===== config.mk =====
export PLATFORM = sky130hd
export DESIGN_NAME = alu_arbiter
export DESIGN_NICKNAME = d
export VERILOG_FILES = /design/src/rtl/alu_arb_pkg.sv /design/src/rtl/alu_arb_rr.sv /design/src/rtl/alu_n_bits.sv /design/src/rtl/alu_arbiter.sv
export SDC_FILE = /design/constraint.sdc
export NUM_CORES = 1
export LEC_CHECK = 0
export BUFFER_PORTS_ARGS = -buffer_cell sky130_fd_sc_hd__buf_2
export CORE_UTILIZATION = 50
export CTS_BUF_LIST = sky130_fd_sc_hd__clkbuf_4
export DETAILED_ROUTE_END_ITERATION = 10
export GPL_TIMING_DRIVEN = 0
export PLACE_DENSITY = 0.73
export SLEW_MARGIN = 40
export SYNTH_ARGS = -nofsm -noshare
export SYNTH_HDL_FRONTEND = slang
export SYNTH_SLANG_ARGS = --single-unit

===== constraint.sdc =====
create_clock -name clk -period 3.7 [get_ports clk]
set_input_delay 0.37 -clock clk [delete_from_list [all_inputs] [get_ports clk]]
set_output_delay 0.37 -clock clk [all_outputs]
set_load 0.005 [all_outputs]

===== src/rtl/alu_arb_pkg.sv =====
// rtl/alu_arb_pkg.sv - shared FSM states, ALU opcodes and flag bit positions for alu_arbiter
package alu_arb_pkg;

  typedef enum logic [1:0] {
    IDLE = 2'd0,
    EXEC = 2'd1,
    RESP = 2'd2
  } state_t;

  localparam logic [3:0] OP_ADD  = 4'b0000;
  localparam logic [3:0] OP_SUB  = 4'b0001;
  localparam logic [3:0] OP_AND  = 4'b0010;
  localparam logic [3:0] OP_OR   = 4'b0011;
  localparam logic [3:0] OP_XOR  = 4'b0100;
  localparam logic [3:0] OP_NOT  = 4'b0101;
  localparam logic [3:0] OP_LSA  = 4'b0110;
  localparam logic [3:0] OP_RSA  = 4'b0111;
  localparam logic [3:0] OP_LSL  = 4'b1000;
  localparam logic [3:0] OP_RSL  = 4'b1001;
  localparam logic [3:0] OP_MOV  = 4'b1010;
  localparam logic [3:0] OP_LAST = 4'b1010;

  localparam int FLAG_N = 3;
  localparam int FLAG_Z = 2;
  localparam int FLAG_C = 1;
  localparam int FLAG_V = 0;

  function automatic logic op_is_legal(input logic [3:0] op);
    return op <= OP_LAST;
  endfunction

endpackage


===== src/rtl/alu_arb_rr.sv =====
// rtl/alu_arb_rr.sv - two-way round-robin pick: prio wins if valid, else the other requester
module alu_arb_rr (
  input  logic       prio,
  input  logic [1:0] valid,
  output logic [1:0] grant_oh,
  output logic       grant_idx
);

  always_comb begin
    grant_oh  = 2'b00;
    grant_idx = prio;
    if (valid[prio]) begin
      grant_idx      = prio;
      grant_oh[prio] = 1'b1;
    end else if (valid[~prio]) begin
      grant_idx       = ~prio;
      grant_oh[~prio] = 1'b1;
    end
  end

endmodule


===== src/rtl/alu_n_bits.sv =====
// rtl/alu_n_bits.sv - combinational N-bit ALU; shifts move A by the amount in B, MOV passes B
module ALU_N_bits
  import alu_arb_pkg::*;
#(
  parameter int N = 4
) (
  input  logic [N-1:0] a,
  input  logic [N-1:0] b,
  input  logic [3:0]   alu_control,
  output logic [N-1:0] result,
  output logic [3:0]   flags
);

  logic         is_sub;
  logic [N-1:0] b_eff;
  logic [N:0]   sum;
  logic         carry;
  logic         ovf;

  always_comb begin
    is_sub = (alu_control == OP_SUB);
    b_eff  = is_sub ? ~b : b;
    sum    = {1'b0, a} + {1'b0, b_eff} + {{N{1'b0}}, is_sub};
    carry  = 1'b0;
    ovf    = 1'b0;
    result = '0;
    case (alu_control)
      // SUB carry is the inverted borrow (A >= B unsigned)
      OP_ADD, OP_SUB: begin
        result = sum[N-1:0];
        carry  = sum[N];
        ovf    = (a[N-1] == b_eff[N-1]) && (sum[N-1] != a[N-1]);
      end
      OP_AND:  result = a & b;
      OP_OR:   result = a | b;
      OP_XOR:  result = a ^ b;
      OP_NOT:  result = ~a;
      OP_LSA:  result = a <<< b;
      OP_RSA:  result = N'($signed(a) >>> b);
      OP_LSL:  result = a << b;
      OP_RSL:  result = a >> b;
      OP_MOV:  result = b;
      default: result = '0;
    endcase
    flags         = '0;
    flags[FLAG_N] = result[N-1];
    flags[FLAG_Z] = (result == '0);
    flags[FLAG_C] = carry;
    flags[FLAG_V] = ovf;
  end

endmodule


===== src/rtl/alu_arbiter.sv =====
// rtl/alu_arbiter.sv - two requesters share one ALU_N_bits via round-robin IDLE/EXEC/RESP FSM
// Optional owner lock enabled by defining ALU_ARB_LOCK_EN (adds req_lock port).
module alu_arbiter
  import alu_arb_pkg::*;
#(
  parameter int N    = 4,
  parameter int NREQ = 2
) (
  input  logic                      clk,
  input  logic                      rst,
  input  logic [NREQ-1:0]           req_valid,
  output logic [NREQ-1:0]           req_ready,
  input  logic [NREQ-1:0][3:0]      req_op,
  input  logic [NREQ-1:0][N-1:0]    req_a,
  input  logic [NREQ-1:0][N-1:0]    req_b,
`ifdef ALU_ARB_LOCK_EN
  input  logic [NREQ-1:0]           req_lock,
`endif
  output logic [NREQ-1:0]           rsp_valid,
  input  logic [NREQ-1:0]           rsp_ready,
  output logic [N-1:0]              rsp_result,
  output logic [3:0]                rsp_flags,
  output logic                      rsp_err
);

  state_t       state;
  logic         prio;
  logic         owner;
  logic [3:0]   op_q;
  logic [N-1:0] a_q;
  logic [N-1:0] b_q;
  logic [1:0]   rr_valid;
  logic         rr_prio;
  logic [1:0]   grant_oh;
  logic         grant_idx;
  logic [N-1:0] alu_result;
  logic [3:0]   alu_flags;

`ifdef ALU_ARB_LOCK_EN
  logic lock_active;
  logic lock_idx;

  // While locked, only the lock holder is visible to the picker.
  always_comb begin
    rr_valid = req_valid;
    rr_prio  = prio;
    if (lock_active) begin
      rr_valid = req_valid & (lock_idx ? 2'b10 : 2'b01);
      rr_prio  = lock_idx;
    end
  end
`else
  always_comb begin
    rr_valid = req_valid;
    rr_prio  = prio;
  end
`endif

  alu_arb_rr u_rr (
    .prio      (rr_prio),
    .valid     (rr_valid),
    .grant_oh  (grant_oh),
    .grant_idx (grant_idx)
  );

  always_comb begin
    req_ready = '0;
    if (state == IDLE && !rst) req_ready = grant_oh;
  end

  ALU_N_bits #(.N(N)) u_alu (
    .a           (a_q),
    .b           (b_q),
    .alu_control (op_q),
    .result      (alu_result),
    .flags       (alu_flags)
  );

  always_ff @(posedge clk) begin
    if (rst) begin
      state      <= IDLE;
      prio       <= 1'b0;
      owner      <= 1'b0;
      op_q       <= '0;
      a_q        <= '0;
      b_q        <= '0;
      rsp_valid  <= '0;
      rsp_result <= '0;
      rsp_flags  <= '0;
      rsp_err    <= 1'b0;
`ifdef ALU_ARB_LOCK_EN
      lock_active <= 1'b0;
      lock_idx    <= 1'b0;
`endif
    end else begin
      case (state)
        IDLE: begin
          if (|grant_oh) begin
            owner <= grant_idx;
            op_q  <= req_op[grant_idx];
            a_q   <= req_a[grant_idx];
            b_q   <= req_b[grant_idx];
            state <= EXEC;
`ifdef ALU_ARB_LOCK_EN
            if (!lock_active) prio <= ~grant_idx;
            lock_active <= req_lock[grant_idx];
            lock_idx    <= grant_idx;
`else
            prio <= ~grant_idx;
`endif
          end
        end
        EXEC: begin
          // Illegal opcodes never take the ALU's output.
          if (op_is_legal(op_q)) begin
            rsp_result <= alu_result;
            rsp_flags  <= alu_flags;
            rsp_err    <= 1'b0;
          end else begin
            rsp_result <= '0;
            rsp_flags  <= '0;
            rsp_err    <= 1'b1;
          end
          rsp_valid[owner] <= 1'b1;
          state            <= RESP;
        end
        RESP: begin
          if (rsp_ready[owner]) begin
            rsp_valid <= '0;
            state     <= IDLE;
          end
        end
        default: state <= IDLE;
      endcase
    end
  end

endmodule


* Word-level counts from Yosys, hierarchy flattened *
Cells that the tools add are included.

word-level totals
  flip-flop bits (word level) = 27
  latch bits = 0
  bits in writable memories = 0
  memory bits (read-only) = 0
  output and inout port bits = 13
  logic and storage cells = 97
  memories kept = 0

cells by class
  $add $sub $neg = 2
  multipliers = 0
  div/mod/pow operators = 0
  magnitude comparators = 8
  equal/unequal tests = 16
  shifts and indexed selects = 4
  mux-type cells = 34
  bitwise logic cells = 8
  reduce and logical (&&, ||, !) cells = 15

operators with widths
  cell                                                                          count
  4-bit case mux with 10 select lines                                           1
  4-bit 2-to-1 mux                                                              9
  4-bit by 3-bit equality test with 1-bit output, second input constant         4
  1-bit 2-to-1 mux                                                              14
  4-bit equality test, second input constant                                    3
  2-bit 2-to-1 mux                                                              5
  4-bit by 2-bit equality test with 1-bit output, second input constant         2
  4-bit logical NOT                                                             2
  1-bit by 2-bit less-than comparator with 1-bit output, second input constant  4
  4-bit NOT                                                                     2
  2-bit case mux with 3 select lines                                            1
  2-bit AND reduction                                                           3
  4-bit by 4-bit adder with 5-bit output                                        1
  5-bit by 1-bit adder with 5-bit output                                        1
  1-bit logical AND                                                             5
  4-bit bitwise AND                                                             1
  4-bit by 1-bit equality test with 1-bit output, second input constant         1
  4-bit less-or-equal comparator, second input constant                         1
  4-bit OR                                                                      1
  2-bit case mux with 2 select lines                                            1
  2-bit OR reduction                                                            2
  4-bit by 4-bit left shift with 4-bit output                                   1
  4-bit by 4-bit >> shifter with 4-bit output                                   1
  4-bit by 4-bit <<< shifter with 4-bit output                                  1
  other kinds (15)                                                              20

* Longest topological paths before layout *
Gate-level depths: netlist (run 1).

  word-level depth = 10
  gate-level depth with buffers = 11
  depth with buffers taken out = 10

* Modules after synthesis *
A second synthesis (run 1) with hierarchy kept.

unflattened totals
  cells, all modules = 289
  area total of the unflattened synthesis = 2269.7 um^2

by module, submodules not included
  module       times used  cells an instance  area each (um^2)  seq. area each (um^2)
  alu_arbiter  1           131                1167.4            540.5
  ALU_N_bits   1           148                1036.0            0.0
  alu_arb_rr   1           10                 66.3              0.0

* Least setup slack after synthesis (run 1) *
No wires, ideal clock.

  path type = register to register
  start = register op_q[1]
  end = register rsp_flags[2]
  setup time = 116 ps
  arrival = 2537 ps
  data required time = 3584 ps
  slack = 1048 ps
  stages on the path, launching flop included = 12
  buffers on the path = 2
  clock period less this slack = 2652 ps
  path through = dfxtp_1 > buf_6 > buf_4 > nor3_1 > xnor2_1 > fa_1 > nor2_1 > a311oi_1 > a41oi_1 > o221a_2 > nor4bb_1 > a31o_1

on the way
  longest elaborated chain between the ends = 7

RTL lines
  item                                            RTL line                            RTL
  start, declared                                 alu_arbiter.sv:29                   logic [3:0] op_q;
  start signal, assigned                          alu_arbiter.sv:100                  op_q <= req_op[grant_idx];
  4-bit by 1-bit equality test with 1-bit output  alu_n_bits.sv:21, alu_n_bits.sv:27
  4-bit 2-to-1 mux                                alu_n_bits.sv:22                    b_eff = is_sub ? ~b : b;
  4-bit by 4-bit adder with 5-bit output          alu_n_bits.sv:23                    sum = {1'b0, a} + {1'b0, b_eff} + {{N{1'b0}}, is_sub};
  5-bit by 1-bit adder with 5-bit output          alu_n_bits.sv:23
  4-bit case mux with 10 select lines             alu_n_bits.sv:27                    case (alu_control)
  4-bit logical NOT                               alu_n_bits.sv:47                    flags[FLAG_Z] = (result == '0);
  4-bit 2-to-1 mux (*)                            alu_arbiter.sv:115                  if (op_is_legal(op_q)) begin
  end signal, assigned                            alu_arbiter.sv:117                  rsp_flags <= alu_flags;
  end, declared                                   alu_arbiter.sv:22                   output logic [3:0] rsp_flags,

Mark *: on every way between the ends. The rest lies on a longest branch, timed or not.
A chain may end at the register's enable or synchronous reset.

* Worst setup path in the final report (run 1) *
Ends and elaborated chain as after synthesis.

==> results of run 1 <==
## per-layer routing
metal	up-vias	routed length (um)	GRT usage, %
met2	70	2620	40.8
li1	1052	-	-
met5	-	0	0
met1	987	2610	32.5
met4	0	101	6.77
met3	13	254	3.33
## cells by family after synthesis
group                    Yosys count
AND/OR/NAND/NOR                   96
AO/OA/AOI/OAI                     70
buffers and inverters             33
flip-flops                        26
multiplexers                      20
adder cells (fa/ha/maj)           14
XOR/XNOR                           6
## flip-flops by register name, summed over array words and instances, names as in the netlist
register	count
prio	1
rsp_err	1
op_q	4
state	2
a_q	4
rsp_flags	3
b_q	4
rsp_result	4
rsp_valid	2
owner	1
## power by group through the flow
| stage | clock network (W) | logic [W] | registers (W) |
|---|---|---|---|
| after floorplan | 0 | 0.000620 | 0.000399 |
| after global routing | 0.000210 | 0.000890 | 0.000426 |
| after detailed placement | 0 | 0.000797 | 0.000421 |
| after CTS | 0.000200 | 0.000803 | 0.000415 |
| after global placement | 0 | 0.000789 | 0.000419 |
| final | 0.000197 | 0.000809 | 0.000417 |
## cells in the final DEF, fill, tap and decap left out, drive strengths merged, types with 4 or more instances in the layout
master	instances
a211oi	19
a21oi	12
a31oi	6
buf	54
clkbuf	11
dfxtp	26
ha	13
inv	12
mux2i	19
nand2	10
nand2b	9
nor2	30
nor2b	6
nor3	14
nor3b	4
o21ai	9
or3b	5
xnor2	6
## layout make-up
cell class / count / area, sq um / area share [%]
multi-input combinational: 206 / 1480 / 58.7
sequential: 26 / 520 / 20.6
timing repair buffer: 41 / 205 / 8.13
buffer: 21 / 155 / 6.15
tap: 50 / 62.6 / 2.48
inverter: 12 / 45.0 / 1.79
clock inverter: 1 / 30.0 / 1.19
clock buffer: 3 / 22.5 / 0.893
## critical path, delay by kind of cell, from the launching register on
kind	cells	cell delay [ps]
simple gates	4	1090
xor+xnor	2	400
compound gates	2	390
fa+ha+maj	1	450
flops	1	340
buf+inv	2	300
## through the flow
stage / cells / util [%]
2_1_floorplan: 265 / -
3_3_place_gp: 356 / 60.0
3_5_place_dp: 356 / 60.0
4_1_cts: 360 / 61.3
5_1_grt: 360 / 61.3
6_report: 360 / 61.3
## path summary, 6_finish.rpt
check,start,endpoint,slack [ps],cells after the start
setup / recovery,op_q[1]$_SDFFE_PP0P_,rsp_flags[2]$_SDFFE_PP0P_,690,11
hold reg to reg,rsp_flags[0]$_SDFFE_PP0P_,rsp_flags[0]$_SDFFE_PP0P_,470,2
hold / removal,rst,rsp_result[0]$_SDFFE_PP0P_,220,2
setup reg to reg,op_q[1]$_SDFFE_PP0P_,rsp_flags[2]$_SDFFE_PP0P_,690,11
==> flow_summary_export.csv, run 1 <==
group,metric,value,unit
run_status,status,"completed",
job,drv_cap,0,
floorplan,fp.dieH,68.4,um
synth,ys_seq_area_share,23.6,%
cts,cts_tree,"yes",
routing,wire_per_inst,15.5,um
sta,worst_slack,688,ps
placed_design,dp_slack,765,ps
synth,synth_top_family_by_area,"simple AND/OR/NAND/NOR gates",
routing,wirelength,5580,um
synth,yosys.area_share.simple,24.6,%
hold_path,hold_path_class,"in -> reg",
sta,setup_tns,0,ps
sta,skew,12.3,ps
sta,setup_violations,0,
final_layout,layout-drive-gt1-share,24.2,%
sta,hold_viol_final,0,
synth,synth_edf_count,0,
synth,postSynthCellCount,265,
worst_setup_path,slowest_stage,"nor3_1",
synth,synth_ff_type,"dfxtp_1",
synth,synth_adder_area_share,8.30,%
routing,viasPerCell,5.89,
final_layout,fillers,375,
worst_setup_path,path_common_cell,"xnor2_1",
routing,drt.antenna.violating_nets,0,
synth,yosys-top-cells-area,"dfxtp_1 (24%), mux2i_1 (8.6%), ha_1 (7.4%), a211oi_1 (6.1%), nor2_1 (5.1%)",
worst_setup_path,start_kind,"flip-flop",
global_routing,grt_usage,24.5,%
worst_setup_path,cp_max_fo,10,
pwr,power_leakage,1.07,nW
sta,fmax,332,MHz
cts,clk_pin_slew,150,ps
sta,hold_slack,219,ps
routing,drt_pass1_iterations,4,
cts,cts_resized,0,
worst_setup_path,critPathRequiredTime,3990,ps
global_routing,grt_pass1_vias,1764,
cts,cts_buffer_depth,2,
placed_design,finalWeightedCongestion,0.946,
worst_setup_path,max_stage_delay,450,ps
global_routing,grt_max_degree,16,
worst_setup_path,end_kind,"flip-flop",
sta,tightest_slew,556,ps
synth,yosysUniqueCellTypes,63,
cts,cts_made_buffers,3,
synth,synth_top_area_share,23.6,%
pwr,total_power,0.00142,W
placed_design,postPlaceCellArea,0.00247,sq mm
final_layout,diodes,0,
floorplan,rows,23,
cts,clock_latency,330,ps
synth,synthTopCellsByCount,"nor2_1 (30), dfxtp_1 (26), mux2i_1 (19), a211oi_1 (18)",
cts,cts_setup_buffers,0,
synth,synth-compound-area-share,22.8,%
pwr,p_sw_share,43.0,%
synth,synth_nets,309,
placed_design,hpwl,4240,um
sta,rsz0062_at_grt,"no",
sta,min_period_over_period,81.4,%
sta,max-slew-margin-rel,62.7,%
worst_setup_path,critPathArrivalTime,3300,ps
routing,drt-initial-drc-count,143,
cts,cts_hold_buffers,0,
worst_setup_path,worstSetupPathType,"reg -> reg",
floorplan,start_util,53.5,%
final_layout,area_growth,14.5,%
synth,synth-seq-cells,26,
synth,synth.cell_area,0.00220,sq mm
synth,syn_avg_cell_area,8.31,sq um
routing,vias,2122,
cts,htreeDepth,1,
synth,muxShareOfSynthArea,9.15,%
synth,synth.most_common_cell,"nor2_1",
synth,synthArstFlopShare,0,%
pwr,p_per_area,564,mW/mm^2
worst_setup_path,cp_cell_sequence,"buf_6, buf_4, nor3_1, xnor2_1, fa_1, xnor2_1, nor2_1, a211oi_1, nand4_1, nor4bb_1, a31o_1",
sta,maxSlewViolCount,0,
synth,yosysTopAreaCell,"dfxtp_1",
pwr,internal-power,0.000811,W
pwr,peakVddDrop,0.327,mV
global_routing,antenna_found_initial,0,
floorplan,core,0.00412,sq mm
global_routing,grt-ovfl-total,0,
pwr,power_frac_comb,56.9,%
floorplan,die-area,0.00467,sq mm
final_layout,finalNetCount,355,
floorplan,die_w,68.4,um
floorplan,pin_count,43,
pwr,switching_power,0.000611,W
synth,synth_xor_area_share,2.39,%
final_layout,final_area,0.00252,sq mm
pwr,power_frac_clock,13.9,%
pwr,p_seq_share,29.3,%
cts,cts_num_sinks,26,
sta,min_period,3010,ps
placed_design,port_buffers,41,
routing,drc,0,
synth,yosys_warnings,0,
cts,cts-root-buf,"clkbuf_4",
global_routing,grt_pass1_wl,8530,um
Note: power is estimated with default switching activity, not from simulation.
==> inputs of run 2 (changes only) <==
Settings changed: ABC_AREA set to 1, PLACE_DENSITY 0.73 to 0.77.
Clock period 3.7 ns to 2.5 ns, I/O delays scaled along.
==> run 2 against run 1 <==
Compared with the run above:
- via count increased by 3.2%
- sequential power up 45%
- clock skew grew 1.4 ps
- clock power up 47%
- critical path depth up 4
- first-iteration DRC count down 30%
- largest cell class unchanged
- highest routed layer unchanged
- cell area down 7.6%
==> flow_summary_export.csv, run 2 <==
group,metric,value,unit
run_status,status,"completed",
sta,rsz0062_at_grt,"no",
sta,fmax,441,MHz
worst_setup_path,r2r-start,"b_q[1]$_SDFFE_PP0P_",
synth,synth_top_area_share,26.2,%
cts,cts_tree,"yes",
routing,wirelength,4900,um
sta,worst_slack,234,ps
floorplan,die-area,0.00422,sq mm
pwr,switching_power,0.000802,W
synth,yosysTopAreaCell,"dfxtp_1",
synth,synthTopCellsByCount,"nand2_1 (135), inv_1 (40), nor2_1 (31), nand3_1 (29), dfxtp_1 (26)",
cts,clk_pin_slew,150,ps
hold_path,hold-path-endpoint,"b_q[1]$_SDFFE_PP0P_",
global_routing,grt_pass1_vias,1890,
worst_setup_path,worstSetupPathType,"reg -> reg",
worst_setup_path,crit_buf_inv,2,
pwr,peakVddDrop,0.389,mV
synth,synth_ff_type,"dfxtp_1",
synth,yosys_warnings,0,
final_layout,final_common_cell,"nand2_1",
global_routing,grt_usage,25.2,%
routing,drt.antenna.violating_nets,0,
worst_setup_path,reg2reg_depth,15,
cts,cts_setup_buffers,0,
synth,synthArstFlopShare,0,%
pwr,power_leakage,1.24,nW
sta,tightest_slew,501,ps
routing,wire_per_inst,11.4,um
synth,synth-seq-cells,26,
pwr,power_frac_comb,50.1,%
synth,yosys-top-cells-area,"dfxtp_1 (26%), nand2_1 (26%), ha_1 (8.2%), inv_1 (7.6%), nand3_1 (7.3%)",
sta,maxSlewViolCount,0,
hold_path,hold_path_class,"in -> reg",
routing,drt_pass1_iterations,5,
worst_setup_path,max_stage_delay,440,ps
sta,hold_viol_final,0,
sta,max-slew-margin-rel,66.6,%
placed_design,hpwl,3950,um
synth,yosysUniqueCellTypes,24,
worst_setup_path,critPathArrivalTime,2540,ps
worst_setup_path,r2r_end,"rsp_flags[2]$_SDFFE_PP0P_",
final_layout,area_growth,17.5,%
worst_setup_path,end_kind,"flip-flop",
worst_setup_path,critPathRequiredTime,2770,ps
global_routing,grt-ovfl-total,0,
floorplan,rows,22,
placed_design,dp_slack,73.2,ps
sta,min_period,2270,ps
routing,drt-initial-drc-count,100,
cts,clock_latency,330,ps
worst_setup_path,cp_cell_sequence,"inv_1, buf_2, xor2_2, fa_1, nand2_1, nand2_1, nand2_1, nand2_1, nor2_1, nand2_1, nor2_1, nand3_1, nor2_1, nand3_1, a21oi_1",
synth,synth_edf_count,0,
floorplan,pin_count,43,
cts,cts_num_sinks,26,
final_layout,register_area,529,sq um
hold_path,worstHoldStart,"rst",
worst_setup_path,cp_top_family,"simple AND/OR/NAND/NOR gates",
job,drv_cap,0,
cts,cts_buffer_depth,2,
final_layout,diodes,0,
synth,ys_seq_area_share,26.2,%
cts,htreeDepth,1,
routing,vias,2190,
final_layout,multi_input_area,0.00128,sq mm
worst_setup_path,cp.depth,15,
worst_setup_path,slowest_stage,"fa_1",
placed_design,finalWeightedCongestion,0.970,
sta,min_period_over_period,90.6,%
cts,cts_made_buffers,3,
floorplan,start_util,53.0,%
global_routing,grt_max_degree,16,
final_layout,layout_common_cells,"nand2_1 (134), buf_2 (44), inv_1 (40)",
cts,cts_hold_buffers,0,
synth,syn_avg_cell_area,5.90,sq um
floorplan,fp.dieH,65.0,um
worst_setup_path,rrSetupSlack,230,ps
synth,synth.cell_area,0.00198,sq mm
final_layout,fillers,389,
synth,synth.most_common_cell,"nand2_1",
worst_setup_path,cp_max_fo,10,
routing,viasPerCell,5.10,
pwr,p_per_area,769,mW/mm^2
floorplan,die_w,65.0,um
pwr,p_sw_share,44.7,%
sta,setup_violations,0,
pwr,power_frac_clock,16.1,%
hold_path,hold-path-cell-count,2,
floorplan,core,0.00374,sq mm
synth,synth_nets,380,
sta,setup_tns,0,ps
worst_setup_path,path_common_cell,"nand2_1",
worst_setup_path,start_kind,"flip-flop",
placed_design,port_buffers,41,
final_layout,layout-drive-gt1-share,15.5,%
routing,drc,0,
pwr,internal-power,0.000991,W
sta,skew,13.7,ps
pwr,total_power,0.00179,W
synth,postSynthCellCount,336,
global_routing,antenna_found_initial,0,
pwr,p_seq_share,33.8,%
cts,cts-root-buf,"clkbuf_4",
global_routing,grt_pass1_wl,8350,um
final_layout,finalNetCount,426,
## run 2: cell types whose count changed in the layout (fill, tap and decap cells not counted), moves of 6 or more
cell / delta
nand2_1: +125
inv_1: +28
nand3_1: +28
mux2i_1: -19
a211oi_1: -16
nor3_1: -11
nand2b_1: -9
buf_6: -8
a31oi_1: +7
nor2b_1: -6
xnor2_1: -6
## run 2: per-layer routing
layer	wire length, um	vias up	track usage [%]	share of wire [%]
met3	268	6	4.23	5.5
met5	0	-	0	0
li1	-	1160	-	-
met2	2210	81	41.1	45
met1	2340	943	33.4	48
met4	72	0	8.33	1.5
## run 2: worst register-to-register path: stages (launching register included)
cell and delay (ps):
dfxtp_4 420, inv_1 60, buf_2 190, xor2_2 210, fa_1 440, nand2_1 90
nand2_1 70, nand2_1 70, nand2_1 40, nor2_1 80, nand2_1 50, nor2_1 110
nand3_1 90, nor2_1 110, nand3_1 80, a21oi_1 120
## run 2: repair_timing
| action | in CTS | in global routing |
|---|---|---|
| hold endpoints to repair | 0 | 0 |
| gates resized for setup | 0 | 10 |
| setup endpoints to repair | 0 | 2 |
## run 2: cell type report
| class | count | share of cell area, % |
|---|---|---|
| inverter | 42 | 6.77 |
| buffer | 8 | 1.93 |
| clock buffer | 3 | 0.967 |
| multi-input combinational | 260 | 54.9 |
| sequential | 26 | 22.7 |
| tap | 48 | 2.58 |
| timing repair buffer | 41 | 8.81 |
| clock inverter | 1 | 1.29 |
## run 2: cell families after synthesis
family                     count (synthesis)  synth area share, %
xor gates and xnor gates                   3                 1.33
DFF                                       26                 26.2
and+or+nand+nor                          202                 41.2
buffers and inverters                     50                 10.1
adders and majority gates                 14                 9.21
AOI/OAI and AO/OA                         41                 11.9
## run 2: power by group through the flow
| stage | logic (W) | clock network, W | registers [W] |
|---|---|---|---|
| global placement | 0.000862 | 0 | 0.000604 |
| finish | 0.000898 | 0.000289 | 0.000606 |
| floorplan | 0.000662 | 0 | 0.000581 |
| CTS | 0.000880 | 0.000293 | 0.000597 |
| detailed placement | 0.000874 | 0 | 0.000606 |
| global route | 0.00104 | 0.000312 | 0.000622 |
## run 2: how the worst max path moves through the flow
| stage | from | end | slack (ps) |
|---|---|---|---|
| 2_1_floorplan | op_q[3]$_SDFFE_PP0P_ | rsp_flags[2]$_SDFFE_PP0P_ | 410 |
| 3_3_place_gp | b_q[1]$_SDFFE_PP0P_ | rsp_result[1]$_SDFFE_PP0P_ | 90 |
| 5_1_grt | op_q[0]$_SDFFE_PP0P_ | rsp_flags[2]$_SDFFE_PP0P_ | 2 |
| 3_5_place_dp | b_q[1]$_SDFFE_PP0P_ | rsp_result[1]$_SDFFE_PP0P_ | 70 |
| 4_1_cts | b_q[1]$_SDFFE_PP0P_ | rsp_result[1]$_SDFFE_PP0P_ | 60 |
| 6_report | b_q[1]$_SDFFE_PP0P_ | rsp_flags[2]$_SDFFE_PP0P_ | 230 |
## run 2: stage by stage
step	hold WS (ps)	area [sq um]	std cells	utilization [%]
floorplan	401	1980	336	-
global placement	430	2250	425	60.1
detailed placement	436	2250	425	60.1
CTS	142	2300	429	61.5
global route	131	2330	429	62.2
finish	146	2330	429	62.2
==> inputs of run 3 (changes only) <==
Settings changed: PLACE_DENSITY 0.77 to 0.73, SYNTH_HIERARCHICAL set to 1.
Clock period 2.5 ns to 2.3 ns, I/O delays scaled along.
==> run 3 against run 2 <==
Compared with the run above:
- sequential power is 29% higher
- wire length increased by 9.4%
- maximum frequency up 3.7%
- synthesized cell count rose by 13%
==> flow_summary_export.csv, run 3 <==
group,metric,value,unit
worst_setup_path,worstSetupPathType,"reg -> reg",
routing,drc,0,
sta,max-slew-margin-rel,64.3,%
worst_setup_path,reg2reg_depth,14,
final_layout,layout-drive-gt1-share,25.6,%
sta,tightest_slew,536,ps
synth,synth_nets,424,
sta,hold_viol_final,0,
worst_setup_path,setup.worst_path.start,"b_q[1]$_SDFFE_PP0P_",
pwr,peakVddDrop,0.533,mV
synth,synth.most_common_cell,"nand2_1",
global_routing,grt_usage,23.7,%
placed_design,port_buffers,42,
floorplan,core,0.00438,sq mm
hold_path,hold_path_class,"in -> reg",
cts,cts_made_buffers,3,
global_routing,grt_max_degree,17,
final_layout,final_common_cell,"nand2_1",
synth,yosysUniqueCellTypes,33,
cts,cts_tree,"yes",
pwr,p_per_area,1100,mW/mm^2
floorplan,die-area,0.00486,sq mm
sta,skew,16.5,ps
synth,yosys-top-cells-area,"dfxtp_1 (24%), nand2_1 (21%), nand3_1 (8.1%), ha_1 (7.6%), inv_1 (7.2%)",
worst_setup_path,critPathArrivalTime,2470,ps
pwr,power_leakage,1.46,nW
cts,cts_hold_buffers,0,
synth,synth_edf_count,0,
synth,synthArstFlopShare,0,%
synth,synth_ff_type,"dfxtp_1",
routing,drt.antenna.violating_nets,0,
global_routing,grt-ovfl-total,0,
synth,synthTopCellsByCount,"nand2_1 (127), inv_1 (44), nand3_1 (37), a21oi_1 (32), dfxtp_1 (27)",
synth,syn_avg_cell_area,6.05,sq um
routing,wire_per_inst,11.0,um
synth,synth.cell_area,0.00229,sq mm
synth,synth_top_area_share,23.6,%
sta,min_period,2180,ps
cts,cts-root-buf,"clkbuf_4",
global_routing,antenna_found_initial,0,
run_status,status,"completed",
job,drv_cap,0,
placed_design,dp.cells,473,
routing,vias,2376,
synth,ys_seq_area_share,23.6,%
cts,cts_buffer_depth,2,
final_layout,layout_common_cells,"nand2_1 (125), buf_2 (45), inv_1 (44)",
global_routing,grt_pass1_vias,2113,
synth,synth-seq-cells,27,
final_layout,final_area,0.00275,sq mm
synth,yosysTopAreaCell,"dfxtp_1",
worst_setup_path,critPathRequiredTime,2590,ps
hold_path,worstHoldStart,"rst",
placed_design,postPlaceCellArea,0.00257,sq mm
sta,setup_violations,0,
routing,wirelength,5360,um
synth,yosys_warnings,6,
floorplan,fp.dieH,69.7,um
final_layout,diodes,0,
placed_design,finalWeightedCongestion,0.901,
worst_setup_path,r2r-start,"b_q[1]$_SDFFE_PP0P_",
routing,viasPerCell,4.89,
global_routing,grt_pass1_wl,9490,um
worst_setup_path,start_kind,"flip-flop",
final_layout,final_cell_count_no_fill,486,
sta,fmax,458,MHz
final_layout,area_growth,19.8,%
floorplan,die_w,69.7,um
synth,postSynthCellCount,379,
routing,drt-initial-drc-count,186,
placed_design,hpwl,4250,um
cts,clk_pin_slew,160,ps
final_layout,finalNetCount,480,
routing,drt_pass1_iterations,4,
floorplan,rows,24,
sta,min_period_over_period,95.0,%
cts,clock_latency,340,ps
worst_setup_path,cp_max_fo,2,
sta,maxSlewViolCount,0,
floorplan,start_util,52.3,%
worst_setup_path,end_kind,"flip-flop",
cts,htreeDepth,1,
hold_path,hold-path-cell-count,2,
floorplan,pin_count,43,
cts,cts_num_sinks,27,
sta,rsz0062_at_grt,"yes",
-- run 3: cells by family after synthesis --
| group | Yosys count | synth area share (%) |
|---|---|---|
| fa+ha+maj | 15 | 8.51 |
| compound gates | 58 | 13.6 |
| buf+inv | 66 | 12.7 |
| xor+xnor | 4 | 1.53 |
| simple gates | 209 | 40.1 |
| flops | 27 | 23.6 |
-- run 3: layout make-up --
type,instances,area [sq um]
buffer,15,113
clock buffer,3,22.5
clock inverter,1,7.51
fill,412,1640
inverter,51,191
multi-input combinational,286,1520
sequential,27,556
tap,52,65.1
timing repair buffer,51,278
-- run 3: layer usage --
layer  share of wire (%)  global-route usage [%]
met2                  46                    40.3
met4                 1.8                    6.44
met3                 4.0                    2.03
met1                  48                    32.1
met5                   0                       0
-- run 3: path summary, 6_finish.rpt --
kind | endpoint | slack (ps)
max | rsp_flags[2]$_SDFFE_PP0P_ | 120
min | op_q[0]$_SDFFE_PP0P_ | 60
max reg2reg | rsp_flags[2]$_SDFFE_PP0P_ | 120
min reg2reg | rsp_valid[0]$_SDFFE_PP0P_ | 450
-- run 3: stage by stage --
stage	util [%]	setup TNS (ps)	setup WS (ps)	hold WS, ps	power, W
CTS	61.6	0	0.414	49.5	0.00296
global placement	58.6	-314	-209	430	0.00258
floorplan	-	0	59.0	299	0.00219
global route	62.7	-10.4	-10.4	45.5	0.00336
finish	62.7	0	115	60.6	0.00302
detailed placement	58.6	-498	-233	436	0.00261
-- run 3: what timing repair did --
item                       CTS  global route
resized for setup           15            11
setup endpoints to repair    4             4
pin swaps                    8            10
hold endpoints to repair     0             0
setup buffers                7             2
-- run 3: worst max-delay path: stages, from the launching register on --
cell	delay [ps]
dfxtp_2	360
buf_6	100
inv_1	50
buf_6	130
xor2_4	180
fa_2	360
xnor2_1	170
o21ai_1	80
nor2_1	80
nand3_1	90
nor2_2	140
nand3_1	90
nor2_1	100
nand3_1	90
a21oi_2	130
-- run 3: report_power, final --
group / internal (W) / switching, W / total, W
sequential: 0.000609 / 0.000173 / 0.000783
clock: 0.0000667 / 0.000149 / 0.000216
combinational: 0.000839 / 0.00118 / 0.00202
